File: config.mk
export PLATFORM = sky130hd
export DESIGN_NAME = pushbutton_in_port
export DESIGN_NICKNAME = d
export VERILOG_FILES = /design/src/rtl/pushbutton_in_port_pkg.sv /design/src/rtl/pushbutton_in_port_debounce_bit.sv /design/src/rtl/pushbutton_in_port.sv
export SDC_FILE = /design/constraint.sdc
export NUM_CORES = 1
export LEC_CHECK = 0
export BUFFER_PORTS_ARGS = -buffer_cell sky130_fd_sc_hd__clkbuf_2
export CAP_MARGIN = 20
export CORE_MARGIN = 2
export CORE_UTILIZATION = 35
export DETAILED_ROUTE_END_ITERATION = 6
export GPL_ROUTABILITY_DRIVEN = 0
export SYNTH_ARGS = -nofsm -noshare
export SYNTH_HDL_FRONTEND = slang
export SYNTH_SLANG_ARGS = --single-unit
File: constraint.sdc
create_clock -name clock -period 1.1 [get_ports clock]
set_input_delay 0.22 -clock clock [delete_from_list [all_inputs] [get_ports clock]]
set_output_delay 0.22 -clock clock [all_outputs]
set_load 0.03 [all_outputs]
File: src/rtl/pushbutton_in_port_pkg.sv
// Shared constants for the 4-bit uP input-port path (button width, debounce defaults).
package pushbutton_in_port_pkg;

    localparam int unsigned IO_WIDTH            = 4;
    localparam int unsigned DEBOUNCE_CYCLES_DEF = 8;
    localparam int unsigned CNT_W_DEF           = 4;

    typedef logic [IO_WIDTH-1:0] nibble_t;

endpackage : pushbutton_in_port_pkg

File: src/rtl/pushbutton_in_port_debounce_bit.sv
// One button bit: two-flop synchronizer, stability counter and debounced level.
// rise_c flags the edge at which the debounced level is about to go 0->1.
module debounce_bit
    import pushbutton_in_port_pkg::*;
#(
    parameter int unsigned DEBOUNCE_CYCLES = DEBOUNCE_CYCLES_DEF,
    parameter int unsigned CNT_W           = CNT_W_DEF
) (
    input  logic clock,
    input  logic reset,
    input  logic raw,
    output logic stable,
    output logic rise_c
);

    localparam logic [CNT_W-1:0] CNT_MAX = CNT_W'(DEBOUNCE_CYCLES - 1);

    logic             sync1;
    logic             sync2;
    logic [CNT_W-1:0] cnt;
    logic             differ_c;
    logic             expire_c;

    // Qualify a level change once it has persisted for DEBOUNCE_CYCLES edges.
    always_comb begin
        differ_c = (sync2 != stable);
        expire_c = differ_c && (cnt == CNT_MAX);
        rise_c   = expire_c && sync2;
    end

    // Metastability guard for the asynchronous button input.
    always_ff @(posedge clock or negedge reset) begin
        if (!reset) begin
            sync1 <= 1'b0;
            sync2 <= 1'b0;
        end else begin
            sync1 <= raw;
            sync2 <= sync1;
        end
    end

    // Count consecutive disagreeing cycles; any agreement restarts the count.
    always_ff @(posedge clock or negedge reset) begin
        if (!reset) begin
            cnt    <= '0;
            stable <= 1'b0;
        end else if (!differ_c) begin
            cnt    <= '0;
        end else if (expire_c) begin
            cnt    <= '0;
            stable <= sync2;
        end else begin
            cnt    <= cnt + CNT_W'(1);
        end
    end

endmodule : debounce_bit

File: src/rtl/pushbutton_in_port.sv
// uP IN-port responder: debounced pushbutton nibble presented on the data bus during reads.
// Optional build macro PB_STICKY_LATCH_EN: presses are latched until the uP reads them;
// without it the port reports the live debounced level and reads have no side effect.
module pushbutton_in_port
    import pushbutton_in_port_pkg::*;
#(
    parameter int unsigned WIDTH           = IO_WIDTH,
    parameter int unsigned DEBOUNCE_CYCLES = DEBOUNCE_CYCLES_DEF,
    parameter int unsigned CNT_W           = CNT_W_DEF
) (
    input  logic             clock,
    input  logic             reset,
    input  logic [WIDTH-1:0] buttons_raw,
    input  logic             rd_en,
    output logic [WIDTH-1:0] data_out,
    output logic             data_oe,
    output logic             event_pending
);

    logic [WIDTH-1:0] stable;
    logic [WIDTH-1:0] rise_c;

    // Independent debouncer per button bit.
    for (genvar i = 0; i < WIDTH; i++) begin : g_bit
        debounce_bit #(
            .DEBOUNCE_CYCLES (DEBOUNCE_CYCLES),
            .CNT_W           (CNT_W)
        ) u_debounce_bit (
            .clock  (clock),
            .reset  (reset),
            .raw    (buttons_raw[i]),
            .stable (stable[i]),
            .rise_c (rise_c[i])
        );
    end

`ifdef PB_STICKY_LATCH_EN
    logic [WIDTH-1:0] sticky;

    // Latch presses until read; a press landing on the read edge survives it.
    always_ff @(posedge clock or negedge reset) begin
        if (!reset) begin
            sticky <= '0;
        end else begin
            sticky <= (sticky & ~{WIDTH{rd_en}}) | rise_c;
        end
    end

    // Report latched presses together with buttons still held.
    always_comb begin
        data_out = sticky | stable;
    end
`else
    logic unused_rise;

    // Level mode: report the live debounced buttons.
    always_comb begin
        data_out    = stable;
        unused_rise = ^rise_c;
    end
`endif

    // Bus enable follows the read strobe in the same cycle; poll flag from presented nibble.
    always_comb begin
        data_oe       = rd_en;
        event_pending = |data_out;
    end

endmodule : pushbutton_in_port

==> results.md, run 1 <==
* P&R area growth vs syn at 46.7%
* FF+latch count, synth at 28
* Diodes inserted at 0
* I/O Buffers at 10
* Yosys warnings at 0
* Power Dens Cells at 2410 nW/um^2
* Die Area at 3600 sq um
* Root buffer cell: clkbuf_4
* Dpl cells at 147
* CTS tree: yes
* Period utilization at 149%
* Fin. max-slew vios at 0
* Violated checks: setup timing
* Final TNS setup at -1.17 ns
* Filler cells at 264
* Fin util at 53.1%
* H-tree Lvls at 1
* Critical Path End Type: output pin
* Final hold viol count at 0
* Post-synthesis sequential area ratio at 63.9%
* Die Wd at 60.0 microns
* Most common cell after layout, fill and taps aside: dfrtp_1
* Clock transition at path regs at 0.14 ns
* Relative slew slack at 76.4%
* Clk Latency, worst-skew pair at 0.33 ns
* Worst setup SP type: flop
* Slowest CP cell: or4_4
* Num CTS Buffers at 3
* Filler-free cell count of the finished design at 159
* WP data arrival at 1.42 ns
* Area occupied by multi-input gates at 515 sq um
* Largest net degree at the start of global routing at 29
* Post-layout nets at 127
* Initial DRC count at 33
* Minimum clock period at 1.64 ns
* Dpl ws at -0.187 ns
* # setup viols final at 9
* Crit-path cells: or4_4 -> buf_8
* Die height at 60.0 microns
* Clock buffer depth at 2
* Synth cell types at 14
* Placeable Area at 3030 sq um
* Seq. cell area at 701 sq um
* Mapped Area at 1100 sq um
* Hold Crit Class: reg2reg
* Total vias in the final route at 707
* Clk_skew at 0.00132 ns
* Critical path class: reg2out
* Peak Freq at 610 MHz
* Vias/cell at 4.45
* Maximum VDD drop at 1010 uV
* Final antenna-violating net count at 0
* Detailed-router iteration count before antenna repair at 4
* Initial antenna violation count at 0
* Status: finished with violations
* WP data required at 0.88 ns
* Congestion Overflow GR at 0
* Clock tree sinks at 28
* Final WL at 1.87 mm
* Row cnt at 20
* First-pass GRT wire length at 3.04 mm
* Cells after Synth at 84
* Peak fanout along the critical path at 2
* Unrepaired setup endpoints after global routing: yes
* Syn_area_per_cell at 13.0 sq um
* Biggest cell delay along the critical path at 0.54 ns
* Fraction of layout cells with a size suffix above 1 at 48.7%
* Hold slack at 0.366 ns
* Wire per inst at 11.8 microns
* Worst slew pin tran at 0.353 ns
* Post-DP HPWL at 1.23 mm
* Num ports at 13
* Number of global-route vias before repair at 721
* LEAKAGE at 0.756 nW
* All-layer global routing usage at 11.7%
* Synthesized net count at 95
* Commonest non-fill, non-tap cells in the layout: dfrtp_1 (28), buf_4 (11), nor2_1 (8)
* Residual DRC at 0
* Max-cap viol count at 0
* Worst setup margin at -0.540 ns
* Starting Density at 36.2%
## cells in the mapped netlist (all sizes together)
cell type	instances	share of area [%]
nor3	2	0.91
nor2	14	4.8
mux2i	4	3.7
nand2	2	0.69
nand3b	2	1.4
nor3b	2	1.4
nand3	4	1.8
xnor2	8	6.4
ha	4	4.6
buf	5	3.4
or4	1	0.69
nor2b	4	2.3
dfrtp	28	64
mux2	4	4.1
## power by group
part / internal [mW] / total (mW) / switching, mW / leakage (nW)
logic: 1.10 / 1.88 / 0.783 / 0.374
clock network: 0.203 / 0.502 / 0.300 / 0.0210
registers: 1.27 / 1.49 / 0.217 / 0.361
total: 2.58 / 3.88 / 1.30 / 0.756
## routing by layer
layer / global-route usage [%] / share of wire [%] / vias up
li1: - / - / 337
met1: 13.5 / 44 / 352
met2: 19.6 / 51 / 14
met3: 3.03 / 3.2 / 4
met4: 6.67 / 1.5 / 0
met5: 0 / 0 / -
## critical path: cells and delay by family, from the launching register on
kind	cells	cell delay [ns]
flip-flops	1	0.41
buffers and inverters	1	0.15
AND/OR/NAND/NOR	1	0.54
## state kept, by name (all words and copies together), names as in the netlist
signal / cells
g_bit.u_debounce_bit.cnt: 16
g_bit.u_debounce_bit.stable: 4
g_bit.u_debounce_bit.sync1: 4
g_bit.u_debounce_bit.sync2: 4
## stage by stage
step                total power, mW  area [sq um]
floorplan                      2.34          1120
global placement               2.71          1290
detailed placement             2.76          1290
CTS                            3.64          1500
global route                   4.12          1610
finish                         3.88          1610
## repair_timing
action,in CTS,in global routing
cloned,0,0
hold buffers,5,0
pin swaps,7,10
setup endpoints to repair,9,21
hold endpoints to repair,32,0
gates resized for setup,22,24
buffers inserted,5,2
## logic make-up (layout without fill, tap and decap cells)
logic type / after synthesis / count (layout) / synth area share [%]
AND/OR/NAND/NOR: 31 / 31 / 13.9
flip-flops: 28 / 28 / 63.9
XOR/XNOR: 8 / 8 / 6.39
multiplexers: 8 / 8 / 7.76
buffers and inverters: 5 / 36 / 3.43
adder cells (fa/ha/maj): 4 / 4 / 4.57
## final cells by class
cell class / count / share of cell area (%)
Timing Repair Buffer: 32 / 18.7
Multi-Input combinational cell: 51 / 32.1
Tap cell: 44 / 3.42
Sequential cell: 28 / 43.6
Clock buffer: 4 / 2.26
## worst paths after layout
check                                                           start                                          to  slack (ns)  cells past startpoint
max                        g_bit[1].u_debounce_bit.stable$_DFFE_PN0P_                               event_pending       -0.54                      2
min                           g_bit[0].u_debounce_bit.sync1$_DFF_PN0_     g_bit[0].u_debounce_bit.sync2$_DFF_PN0_        0.37                      0
max reg2reg                  g_bit[0].u_debounce_bit.cnt[1]$_DFF_PN0_  g_bit[0].u_debounce_bit.stable$_DFFE_PN0P_       -0.04                      4
min reg2reg                   g_bit[0].u_debounce_bit.sync1$_DFF_PN0_     g_bit[0].u_debounce_bit.sync2$_DFF_PN0_        0.37                      0
max in group asynchronous                                       reset    g_bit[0].u_debounce_bit.cnt[2]$_DFF_PN0_        0.43                      3
min in group asynchronous                                       reset    g_bit[2].u_debounce_bit.cnt[3]$_DFF_PN0_        0.40                      3
No activity file was read; power rests on OpenSTA's default activity.
==> run 2: changes to the inputs <==
--- a/config.mk
+++ b/config.mk
@@ -11,6 +11,7 @@
 export CORE_UTILIZATION = 35
 export DETAILED_ROUTE_END_ITERATION = 6
 export GPL_ROUTABILITY_DRIVEN = 0
+export SETUP_SLACK_MARGIN = 0.3
 export SYNTH_ARGS = -nofsm -noshare
 export SYNTH_HDL_FRONTEND = slang
 export SYNTH_SLANG_ARGS = --single-unit
==> run 2 against run 1 <==
The flow still finishes with violations (setup timing); non-clock buffer count rose by 6; clock-buffer cell count fell by 1; power rose by 12%; via count rose by 2.0%; utilization rose by 4.1 points; clock power rose by 30%; fmax fell by 0.18%; critical path type unchanged.
==> results.md, run 2 (synthesis gave the netlist of run 1 again) <==
* Maximum VDD drop at 982 uV (-3.2%)
* Worst slew pin tran at 0.348 ns (-0.00495 ns)
* Status: finished with violations
* Crit-path cells: or4_4 -> buf_8
* First-pass GRT wire length at 3.31 mm (+8.9%)
* Dpl ws at -0.198 ns (-0.0104 ns)
* I/O Buffers at 10 (unchanged)
* Most common cell after layout, fill and taps aside: dfrtp_1
* LEAKAGE at 0.796 nW (+5.2%)
* Number of global-route vias before repair at 750 (+4.0%)
* Critical path class: reg2out
* Final antenna-violating net count at 0 (unchanged)
* Placeable Area at 3030 sq um (unchanged)
* Congestion Overflow GR at 0 (unchanged)
* P&R area growth vs syn at 58.0%
* Sequential Power Share at 34.3% (-4.2 points)
* Final hold viol count at 0 (unchanged)
* Worst Hold End: g_bit[1].u_debounce_bit.sync2$_DFF_PN0_
* Reg-to-Reg Start: g_bit[0].u_debounce_bit.stable$_DFFE_PN0P_
* Fin. max-slew vios at 0 (unchanged)
* Hold Crit Class: reg2reg
* Peak Freq at 609 MHz (-0.18%)
* H-tree Lvls at 1 (unchanged)
* Root buffer cell: clkbuf_4
* Die height at 60.0 microns (unchanged)
* Worst hold path stage count at 0 (unchanged)
* Combinational power share at 50.6% (+2.0 points)
* Share of total power in the clock network at 15.1% (+2.1 points)
* Starting Density at 36.2% (unchanged)
* Power Dens Cells at 2510 nW/um^2 (+3.9%)
* Clk Latency, worst-skew pair at 0.32 ns (about the same)
* Post-placement cell area at 1290 sq um (-0.29%)
* Total vias in the final route at 721 (+2.0%)
* Fraction of layout cells with a size suffix above 1 at 53.7% (+5.0 points)
* Post-DP HPWL at 1.24 mm (+0.47%)
* Wire per inst at 11.9 microns (+1.3%)
* R2R depth at 5 (+1)
* Num ports at 13 (unchanged)
* CTS tree: yes
* Violated checks: setup timing
* Peak fanout along the critical path at 2 (unchanged)
* Critical Path End Type: output pin
* Die Area at 3600 sq um (unchanged)
* WP data arrival at 1.42 ns (about the same)
* Period utilization at 149% (+0.27 points)
* Worst setup margin at -0.543 ns (-0.00295 ns)
* Row cnt at 20 (unchanged)
* Biggest cell delay along the critical path at 0.55 ns (about the same)
* Top delay family on crit path: simple AND/OR/NAND/NOR gates
* Final TNS setup at -2.07 ns (-0.898 ns)
* All-layer global routing usage at 12.5% (+0.78 points)
* Worst reg-to-reg setup slack at -0.14 ns (-0.10 ns)
* Unrepaired setup endpoints after global routing: yes
* FF-to-FF End: g_bit[0].u_debounce_bit.stable$_DFFE_PN0P_
* Clock buffer depth at 2 (unchanged)
* Commonest non-fill, non-tap cells in the layout: dfrtp_1 (28), buf_6 (12), buf_4 (11)
* Seq. cell area at 701 sq um (unchanged)
* Initial DRC count at 12 (-64%)
* Initial antenna violation count at 0 (unchanged)
* Area occupied by multi-input gates at 557 sq um (+8.0%)
* Max reg flops at 16 (unchanged)
* Clock tree sinks at 28 (unchanged)
* Slowest CP cell: or4_4
* Switch Pwr at 1.38 mW (+5.8%)
* Filler cells at 252 (-4.5%)
* Vias/cell at 4.37 (-1.7%)
* Final WL at 1.97 mm (+5.1%)
* Num CTS Buffers at 3 (unchanged)
* Die Wd at 60.0 microns (unchanged)
* Diodes inserted at 0 (unchanged)
* Residual DRC at 0 (unchanged)
* Post-layout nets at 133 (+4.7%)
* Buf+Inv Stages, Crit Path at 1 (unchanged)
* Relative slew slack at 76.8% (+0.33 points)
* WP data required at 0.88 ns (about the same)
* Post-route standard cell area excluding fillers at 1730 sq um (+7.7%)
* Detailed-router iteration count before antenna repair at 4 (unchanged)
* Minimum clock period at 1.64 ns (+0.00295 ns)
* Max-cap viol count at 0 (unchanged)
* Net switching fraction of the power at 31.7% (-1.8 points)
* Hold_sp: g_bit[1].u_debounce_bit.sync1$_DFF_PN0_
* Biggest register: g_bit.u_debounce_bit.cnt
* # setup viols final at 15 (+6)
* P_int at 2.96 mW (+15%)
* Clk_skew at 0.00688 ns (+0.00557 ns)
* Worst setup SP type: flop
* Clock transition at path regs at 0.15 ns (about the same)
* Largest net degree at the start of global routing at 29 (unchanged)
-- run 2: cell count changes in the layout (fill, tap and decap cells not counted), sizes merged --
cell,delta
buf,+5
bufinv,+1
-- run 2: layout make-up --
cell class,count,share of cell area (%)
clock buffers,3,1.30
clock inverters,1,1.73
multi-input cells,51,32.2
flip-flops and latches,28,40.5
well taps,44,3.18
repair buffers,38,21.2
-- run 2: through the flow --
stage,power [mW],util (%),hold slack (ns),instances
2_1_floorplan,2.35,-,-0.0756,84
3_3_place_gp,2.72,42.6,0.239,146
3_5_place_dp,2.76,42.6,0.242,146
4_1_cts,4.09,54.1,0.370,160
5_1_grt,4.61,57.2,0.383,165
6_report,4.34,57.2,0.368,165
-- run 2: how the worst max path moves through the flow --
stage                                          startpoint             to  cells after the start
4_1_cts        g_bit[0].u_debounce_bit.stable$_DFFE_PN0P_  event_pending                      2
5_1_grt        g_bit[0].u_debounce_bit.stable$_DFFE_PN0P_  event_pending                      2
6_report       g_bit[0].u_debounce_bit.stable$_DFFE_PN0P_  event_pending                      2
3_3_place_gp   g_bit[2].u_debounce_bit.stable$_DFFE_PN0P_  event_pending                      2
3_5_place_dp   g_bit[2].u_debounce_bit.stable$_DFFE_PN0P_  event_pending                      2
2_1_floorplan  g_bit[2].u_debounce_bit.stable$_DFFE_PN0P_  event_pending                      1
-- run 2: per-layer routing --
metal  GRT usage (%)  wire length [microns]
met1            16.5                    849
met2            20.3                   1040
met3            2.38                     57
met4            4.76                     19
met5               0                      0
-- run 2: timing repair --
action,4_1_cts,5_1_grt
endpoints found under the hold margin,32,0
buffers inserted,5,5
pin swaps,11,12
hold buffers,5,0
gates cloned,0,0
resized for setup,36,18
setup endpoints to repair,25,25
-- run 2: power by group through the flow --
| stage | logic, mW | registers (mW) | clock network (mW) |
|---|---|---|---|
| after floorplan | 0.882 | 1.47 | 0 |
| after global placement | 1.27 | 1.45 | 0 |
| after detailed placement | 1.30 | 1.46 | 0 |
| after CTS | 1.93 | 1.47 | 0.687 |
| after global routing | 2.35 | 1.52 | 0.741 |
| final | 2.20 | 1.49 | 0.653 |
-- run 2: worst reg2reg max path: cells and delay by family (launching register included) --
family                 cells  cell delay (ns)
buffers and inverters      4             0.47
muxes                      1             0.27
DFF                        1             0.41
==> run 3: changes to the inputs <==
--- a/config.mk
+++ b/config.mk
@@ -11,6 +11,7 @@
 export CORE_UTILIZATION = 35
 export DETAILED_ROUTE_END_ITERATION = 6
 export GPL_ROUTABILITY_DRIVEN = 0
+export RECOVER_POWER = 25
 export SETUP_SLACK_MARGIN = 0.3
 export SYNTH_ARGS = -nofsm -noshare
 export SYNTH_HDL_FRONTEND = slang
==> run 3 against run 2 <==
The flow still finishes with violations (setup timing); sequential share of layout area rose by 0.059 points; hold slack barely moved; final area fell by 0.14%; power fell by 0.14%; combinational power barely moved; routed wire length fell by 0.36%; die area did not move; clock-buffer cell count did not move; sequential cell count did not move.
==> results.md, run 3 (synthesis gave the netlist of run 1 again) <==
* Clock buffer depth at 2 (unchanged)
* Initial antenna violation count at 0 (unchanged)
* H-tree Lvls at 1 (unchanged)
* Worst setup margin at -0.542 ns (+0.00123 ns)
* Vias/cell at 4.39 (+0.42%)
* LEAKAGE at 0.795 nW (-0.11%)
* Clk_skew at 0.00765 ns (+0.000770 ns)
* Worst setup SP type: flop
* Peak fanout along the critical path at 2 (unchanged)
* Period utilization at 149% (about the same)
* Clock tree sinks at 28 (unchanged)
* Buf+Inv Stages, Crit Path at 1 (unchanged)
* R2R depth at 5 (unchanged)
* Critical path depth in cells at 2 (unchanged)
* Total vias in the final route at 724 (+0.42%)
* Final antenna-violating net count at 0 (unchanged)
* # setup viols final at 15 (unchanged)
* First-pass GRT wire length at 3.31 mm (unchanged)
* Area occupied by multi-input gates at 557 sq um (unchanged)
* Maximum VDD drop at 981 uV (about the same)
* WP data arrival at 1.42 ns (about the same)
* Post-DP HPWL at 1.24 mm (unchanged)
* Worst hold path stage count at 0 (unchanged)
* WP data required at 0.88 ns (about the same)
* Worst slew pin tran at 0.608 ns (+0.260 ns)
* Max reg flops at 16 (unchanged)
* Fraction of layout cells with a size suffix above 1 at 53.7% (unchanged)
* Residual DRC at 0 (unchanged)
* Number of global-route vias before repair at 750 (unchanged)
* Status: finished with violations
* Clk Latency, worst-skew pair at 0.32 ns (about the same)
* Peak Freq at 609 MHz (about the same)
* Total power draw at 4.33 mW (-0.14%)
* Minimum clock period at 1.64 ns (-0.00124 ns)
* Fin. max-slew vios at 0 (unchanged)
* Crit-path cells: or4_4 -> buf_8
* Clock transition at path regs at 0.15 ns (about the same)
* Critical Path End Type: output pin
* Starting Density at 36.2% (unchanged)
* Final hold viol count at 0 (unchanged)
* Commonest non-fill, non-tap cells in the layout: dfrtp_1 (28), buf_6 (12), buf_4 (10)
* Top delay family on crit path: simple AND/OR/NAND/NOR gates
* Final WL at 1.96 mm (-0.36%)
* Diodes inserted at 0 (unchanged)
* Max-cap viol count at 0 (unchanged)
* Power Dens Cells at 2510 nW/um^2 (about the same)
* Dpl cells at 146 (unchanged)
* I/O Buffers at 10 (unchanged)
* Post-layout nets at 133 (unchanged)
* Root buffer cell: clkbuf_4
* Filler cells at 253 (+0.40%)
* P&R area growth vs syn at 57.8%
* Most common cell after layout, fill and taps aside: dfrtp_1
* CTS tree: yes
* Placeable Area at 3030 sq um (unchanged)
* Critical path class: reg2out
* Hold Crit Class: reg2reg
* Num ports at 13 (unchanged)
* Filler-free cell count of the finished design at 165 (unchanged)
* Wire per inst at 11.9 microns (-0.36%)
* Die Area at 3600 sq um (unchanged)
* Die Wd at 60.0 microns (unchanged)
* Detailed-router iteration count before antenna repair at 4 (unchanged)
* Congestion Overflow GR at 0 (unchanged)
* Biggest cell delay along the critical path at 0.55 ns (about the same)
* Slowest CP cell: or4_4
* Biggest register: g_bit.u_debounce_bit.cnt
* Relative slew slack at 59.4% (-17 points)
* Die height at 60.0 microns (unchanged)
* Initial DRC count at 8 (-4)
* Unrepaired setup endpoints after global routing: yes
* Largest net degree at the start of global routing at 29 (unchanged)
* Num CTS Buffers at 3 (unchanged)
* Row cnt at 20 (unchanged)
* Violated checks: setup timing
* All-layer global routing usage at 12.5% (unchanged)
* Seq. cell area at 701 sq um (unchanged)
## run 3: cell counts in the layout (fill, tap and decap cells not counted)
No cell type changed its count.
## run 3: worst paths after layout
| check | start | to | slack [ns] |
|---|---|---|---|
| min reg2reg | g_bit[1].u_debounce_bit.sync1$_DFF_PN0_ | g_bit[1].u_debounce_bit.sync2$_DFF_PN0_ | 0.37 |
| min | g_bit[1].u_debounce_bit.sync1$_DFF_PN0_ | g_bit[1].u_debounce_bit.sync2$_DFF_PN0_ | 0.37 |
| min in group asynchronous | reset | g_bit[2].u_debounce_bit.sync1$_DFF_PN0_ | 0.51 |
| max | g_bit[0].u_debounce_bit.stable$_DFFE_PN0P_ | event_pending | -0.54 |
| max reg2reg | g_bit[0].u_debounce_bit.stable$_DFFE_PN0P_ | g_bit[0].u_debounce_bit.stable$_DFFE_PN0P_ | -0.14 |
| max in group asynchronous | reset | g_bit[0].u_debounce_bit.cnt[2]$_DFF_PN0_ | 0.19 |
## run 3: final cells by class
class / instances / area share (%)
clock buffer: 3 / 1.30
timing repair buffer: 38 / 21.1
tap: 44 / 3.18
sequential: 28 / 40.5
multi-input combinational: 51 / 32.2
clock inverter: 1 / 1.74
## run 3: timing repair
item                                   in CTS  in global routing
endpoints found under the hold margin      32                  0
setup endpoints to repair                  25                 25
buffers inserted                            5                  5
resized for setup                          36                 18
hold buffers                                5                  0
pin swaps                                  11                 12
## run 3: per-layer routing
metal / vias up / global-route usage [%] / routed length, microns
met5: - / 0 / 0
met4: 0 / 4.76 / 19
met3: 2 / 2.38 / 57
met2: 10 / 20.3 / 1050
met1: 362 / 16.5 / 831
li1: 350 / - / -
## run 3: worst register-to-register path, stage by stage, from the launching register on
cell and delay, ns:
dfrtp_1 0.41, buf_4 0.14, buf_6 0.10, buf_6 0.11
buf_6 0.12, mux2_4 0.27
## run 3: stage by stage
stage                     area (sq um)  setup WS, ns  hold slack [ns]  util (%)  TNS [ns]
after floorplan                   1130        -0.108          -0.0756         -    -0.203
after global placement            1290        -0.178            0.239      42.6    -0.304
after detailed placement          1290        -0.198            0.242      42.6    -0.332
after CTS                         1640        -0.556            0.370      54.1     -1.52
after global routing              1730        -0.602            0.383      57.1     -2.95
final                             1730        -0.542            0.368      57.1     -2.06
## run 3: where the power goes
part	internal [mW]	switching [mW]	total (mW)
logic	1.32	0.873	2.19
registers	1.27	0.214	1.49
clock network	0.368	0.284	0.652
